[src/rtl/flp32_addsub_out_buf.sv]
// flp32_addsub_out_buf: pair FIFO that serialises {add, sub} results into one word per cycle.
// Optional FLP_OUT_CLASS_EN adds out_class, a zero/inf/nan classification of out_data.
module flp32_addsub_out_buf #(
    parameter int DEPTH = 4,
    parameter int CW    = 3
) (
    input  logic          clk,
    input  logic          rst_n,
    input  logic          flush,
    input  logic          in_valid,
    output logic          in_ready,
    input  logic [31:0]   add_in,
    input  logic [31:0]   sub_in,
    output logic          out_valid,
    input  logic          out_ready,
    output logic [31:0]   out_data,
    output logic          out_is_sub,
    output logic [CW-1:0] count
`ifdef FLP_OUT_CLASS_EN
    ,
    output logic [1:0]    out_class
`endif
);
    localparam int AW = $clog2(DEPTH);

    typedef enum logic {EMIT_ADD, EMIT_SUB} phase_t;

    logic [63:0]   mem [DEPTH];
    logic [AW-1:0] wr_ptr, rd_ptr;
    phase_t        phase, phase_nx;
    logic          push, pop, take;
    logic [63:0]   head;

    assign in_ready   = count != CW'(DEPTH);
    assign out_valid  = count != '0;
    assign push       = in_valid && in_ready;
    assign take       = out_valid && out_ready;
    assign pop        = take && phase == EMIT_SUB;
    assign head       = mem[rd_ptr];
    assign out_data   = !out_valid ? 32'h0 : phase == EMIT_SUB ? head[31:0] : head[63:32];
    assign out_is_sub = phase == EMIT_SUB;

    always_comb begin
        phase_nx = phase;
        if (take)
            phase_nx = phase == EMIT_ADD ? EMIT_SUB : EMIT_ADD;
    end

    always_ff @(posedge clk or negedge rst_n) begin
        if (!rst_n) begin
            wr_ptr <= '0;
            rd_ptr <= '0;
            count  <= '0;
            phase  <= EMIT_ADD;
        end else if (flush) begin
            wr_ptr <= '0;
            rd_ptr <= '0;
            count  <= '0;
            phase  <= EMIT_ADD;
        end else begin
            wr_ptr <= wr_ptr + AW'(push);
            rd_ptr <= rd_ptr + AW'(pop);
            count  <= count + CW'(push) - CW'(pop);
            phase  <= phase_nx;
        end
    end

    // storage is deliberately not reset; count gates every read
    always_ff @(posedge clk) begin
        if (push && !flush)
            mem[wr_ptr] <= {add_in, sub_in};
    end

`ifdef FLP_OUT_CLASS_EN
    logic [7:0] exp_f;
    logic       frac_nz;
    assign exp_f     = out_data[30:23];
    assign frac_nz   = |out_data[22:0];
    assign out_class = !out_valid ? 2'b00 :
                       exp_f == 8'h00 && !frac_nz ? 2'b01 :
                       exp_f == 8'hFF ? (frac_nz ? 2'b11 : 2'b10) : 2'b00;
`endif
endmodule

[config.mk]
export PLATFORM = sky130hd
export DESIGN_NAME = flp32_addsub_out_buf
export DESIGN_NICKNAME = d
export VERILOG_FILES = /design/src/rtl/flp32_addsub_out_buf.sv
export SDC_FILE = /design/constraint.sdc
export NUM_CORES = 1
export LEC_CHECK = 0
export CORE_MARGIN = 2
export CORE_UTILIZATION = 45
export CTS_CLUSTER_DIAMETER = 100
export CTS_CLUSTER_SIZE = 14
export DETAILED_ROUTE_END_ITERATION = 8
export PLACE_DENSITY = 0.76
export SYNTH_ARGS = -nofsm -noshare
export SYNTH_HDL_FRONTEND = slang
export SYNTH_SLANG_ARGS = --single-unit
[constraint.sdc]
create_clock -name clk -period 8.09 [get_ports clk]
set_clock_uncertainty 0.1 [all_clocks]
set_input_delay 0.809 -clock clk [delete_from_list [all_inputs] [get_ports clk]]
set_output_delay 0.809 -clock clk [all_outputs]
set_load 0.01 [all_outputs]
==> impl_table.tex <==
\begin{tabular}{lr}
\hline
Metric & Value \\
\hline
\multicolumn{2}{l}{\textbf{Run status}} \\
Outcome & complete, no violations \\
\multicolumn{2}{l}{\textbf{Power and ir drop}} \\
Power consumption & 3640 uW \\
IR Drop Worst-Case VDD & 161 uV \\
Leakage power & 0.00407 uW \\
Cell area power density & 288 mW/mm\^{}2 \\
\multicolumn{2}{l}{\textbf{Cells and area}} \\
Area growth from synthesis to final layout & 18.6\% \\
End-of-flow core utilization & 54.1\% \\
Final standard cell area without fillers & 0.0126 sq mm \\
Number of nets in the layout & 770 \\
Layout cell share with drive strength beyond 1 & 22.1\% \\
\multicolumn{2}{l}{\textbf{Clock tree}} \\
Cts bufs inserted & 22 \\
Maximum number of buffers from clock root to sink & 3 \\
Master cell of the clock root buffer & clkbuf\_16 \\
Insertion delay to the later sink of the worst-skew pair & 0.50 ns \\
Post-CTS sizing & 0 \\
Sink Count & 264 \\
Maximum level of the CTS H-tree & 1 \\
Clock-pin slew reported for the worst setup and hold paths after clock tree synthesis & 0.06 ns \\
CTS tree & done \\
Number of buffers inserted by hold repair at cts & 0 \\
\# Post-CTS Setup Buffers & 0 \\
\multicolumn{2}{l}{\textbf{GRT}} \\
Total congestion overflow & 0 \\
Pin count of the biggest net entering global routing & 83 \\
Initial antenna violation count & 1 \\
Via count of the first global-routing pass & 5,968 \\
Global-route wire length before repair & 32,400 um \\
GRT Util Overall & 17.2\% \\
\multicolumn{2}{l}{\textbf{Timing}} \\
Endpoints failing hold & 0 \\
Pin slew with the least headroom to its limit & 1.08 ns \\
Unrepaired setup endpoints after global routing & no \\
Relative slew slack & 28.2\% \\
Sum of negative setup slack & 0 ns \\
Max-slew violation count & 0 \\
Number of setup violations in the final report & 0 \\
Share of the clock period used by the worst path after layout & 58.2\% \\
Maximum clock rate & 213 MHz \\
Min Tclk post-route & 4.71 ns \\
\multicolumn{2}{l}{\textbf{Logic synthesis}} \\
Summed instance area of the synthesized netlist & 0.0106 sq mm \\
Main combinational cell family by area after synthesis & multiplexers \\
Synthesis warning total & 0 \\
Proportion of synthesized area in mux cells & 11.2\% \\
Basic-gate share of the synthesized area counting and, or, nand and nor cells & 5.59\% \\
Flip-flop and latch count after synthesis & 264 \\
Synth Flop Type & edfxtp\_1 \\
Synth Area in Adders & 0.658\% \\
Parity-gate share of the synthesized area counting xor and xnor cells & 0.329\% \\
Nets in the synthesized netlist & 665 \\
Sequential share of the synthesized area & 74.1\% \\
Average instance area after synthesis & 18.0 sq um \\
Share of the synthesized area in compound gates (AO/OA/AOI/OAI) & 5.77\% \\
Cells after Synth & 591 \\
Unique masters post-synth & 37 \\
Count of flip-flops with a built-in enable after synthesis & 256 \\
Async set-reset flop share out of synthesis & 3.03\% \\
\multicolumn{2}{l}{\textbf{Routing}} \\
Number of detailed-routing iterations run before antenna repair & 4 \\
Post-detailed-route wirelength per cell & 20.5 um \\
Via count & 5,553 \\
Iteration-0 DRC Markers & 286 \\
Via/cell ratio & 5.38 \\
Number of nets still failing antenna checks after routing & 0 \\
Total routed wirelength & 21,200 um \\
DRC violations left & 0 \\
\multicolumn{2}{l}{\textbf{Place}} \\
Final HPWL DP & 12,500 um \\
Buffers added on ports & 106 \\
Area of placed instances & 0.0120 sq mm \\
Routability Congestion & 0.721 \\
\multicolumn{2}{l}{\textbf{Worst hold path}} \\
Worst min-delay path class & in2async \\
\multicolumn{2}{l}{\textbf{Die}} \\
Initial cell density of the core & 45.6\% \\
Die width & 158 um \\
Core Rows & 56 \\
Core footprint & 0.0233 sq mm \\
Die Outline Area & 0.0249 sq mm \\
I/O pin count & 107 \\
Y dimension of the die & 158 um \\
\multicolumn{2}{l}{\textbf{Critical path}} \\
CP Max Fanout & 82 \\
Required time of the worst setup path & 7.18 ns \\
Kind of end point of the critical path & output port \\
Critical path data arrival time & 3.80 ns \\
CP Class & reg2out \\
Worst Setup Start Kind & register \\
\multicolumn{2}{l}{\textbf{Flow run}} \\
Number of max-capacitance violations reported & 0 \\
\hline
\end{tabular}
-- final cells by class --
cell class              instances  area, sq um
multi-input cells             288         2540
clock inverters                 1         3.75
inverters                       3         11.3
diodes                          1         2.50
fillers                      1798        10700
clock buffers                  39          636
well taps                     319          399
repair buffers                117         1140
flip-flops and latches        264         7890
-- per-stage QoR --
stage / setup WS [ns] / cells / hold slack (ns)
floorplan: -0.306 / 591 / 0.413
global placement: 3.95 / 991 / 0.504
detailed placement: 3.90 / 991 / 0.522
CTS: 3.32 / 1031 / 0.496
global route: 3.15 / 1032 / 0.507
finish: 3.38 / 1032 / 0.506
-- layout by cell type, fill, tap and decap left out, drive strengths merged, types with 4 or more instances in the layout --
cell type,instances
edfxtp,256
clkdlybuf4s50,106
mux2,96
clkbuf,39
nor2b,35
nor3,33
a211oi,32
o21ai,32
o22ai,32
buf,11
dfrtp,8
nor2,5
ha,4
-- final timing paths --
check / cells past startpoint / startpoint / to / slack [ns]
worst max register to register: 11 / count[1] / count[2] / 4.71
max in group asynchronous: 1 / rst_n / rd_ptr[0] / 7.06
worst min-delay path: 1 / rst_n / rd_ptr[0] / 0.51
min in group clk: 2 / count[2] / count[2] / 0.53
worst min register to register: 2 / count[2] / count[2] / 0.53
worst max-delay path: 5 / rd_ptr[0] / out_data[28] / 3.38
-- registers in the layout, summed over array words and instances (netlist names) --
| register | count |
|---|---|
| mem | 256 |
| count | 3 |
| rd_ptr | 2 |
| wr_ptr | 2 |
| out_is_sub | 1 |
-- layer usage --
layer	vias up	part of all wire [%]	track usage [%]
li1	2538	-	-
met1	2833	41	21.2
met4	0	1.8	5.32
met2	153	52	31.2
met3	29	5.0	2.55
met5	-	0	0
-- cells by family after synthesis --
family	Yosys count
fa+ha+maj	5
mux	96
flops	264
xor+xnor	4
simple gates	86
buf+inv	39
compound gates	97
-- Yosys cell counts, types with 2 or more instances --
master / count / area, sq um
nor3_1: 12 / 60.1
nor3_2: 21 / 210
buf_2: 8 / 40.0
nor2_1: 5 / 18.8
nor2b_1: 35 / 219
ha_1: 4 / 50.1
mux2_2: 63 / 709
a211oi_1: 32 / 240
xnor2_1: 2 / 17.5
buf_4: 11 / 82.6
edfxtp_1: 256 / 7690
o21ai_1: 32 / 160
inv_1: 2 / 7.51
nand2b_1: 2 / 12.5
nor4b_1: 2 / 17.5
buf_6: 6 / 67.6
mux2_4: 29 / 435
xor2_1: 2 / 17.5
o22ai_1: 31 / 194
mux2_1: 4 / 45.0
dfrtp_1: 8 / 200
clkbuf_1: 8 / 30.0
nand2_1: 2 / 7.51
-- worst max-delay path, stage by stage, from the launching register on --
cell	delay (ns)
dfrtp_4	1.09
buf_4	0.92
mux2_2	0.31
o22ai_1	0.08
nor3_1	0.26
clkdlybuf4s50_1	0.60
-- power by group --
part	switching, uW	total, uW	internal (uW)
Clock	441	971	530
Sequential	59.3	1660	1600
Combinational	525	1010	484
Total	1030	3640	2610
No activity file was read; power rests on OpenSTA's default activity.
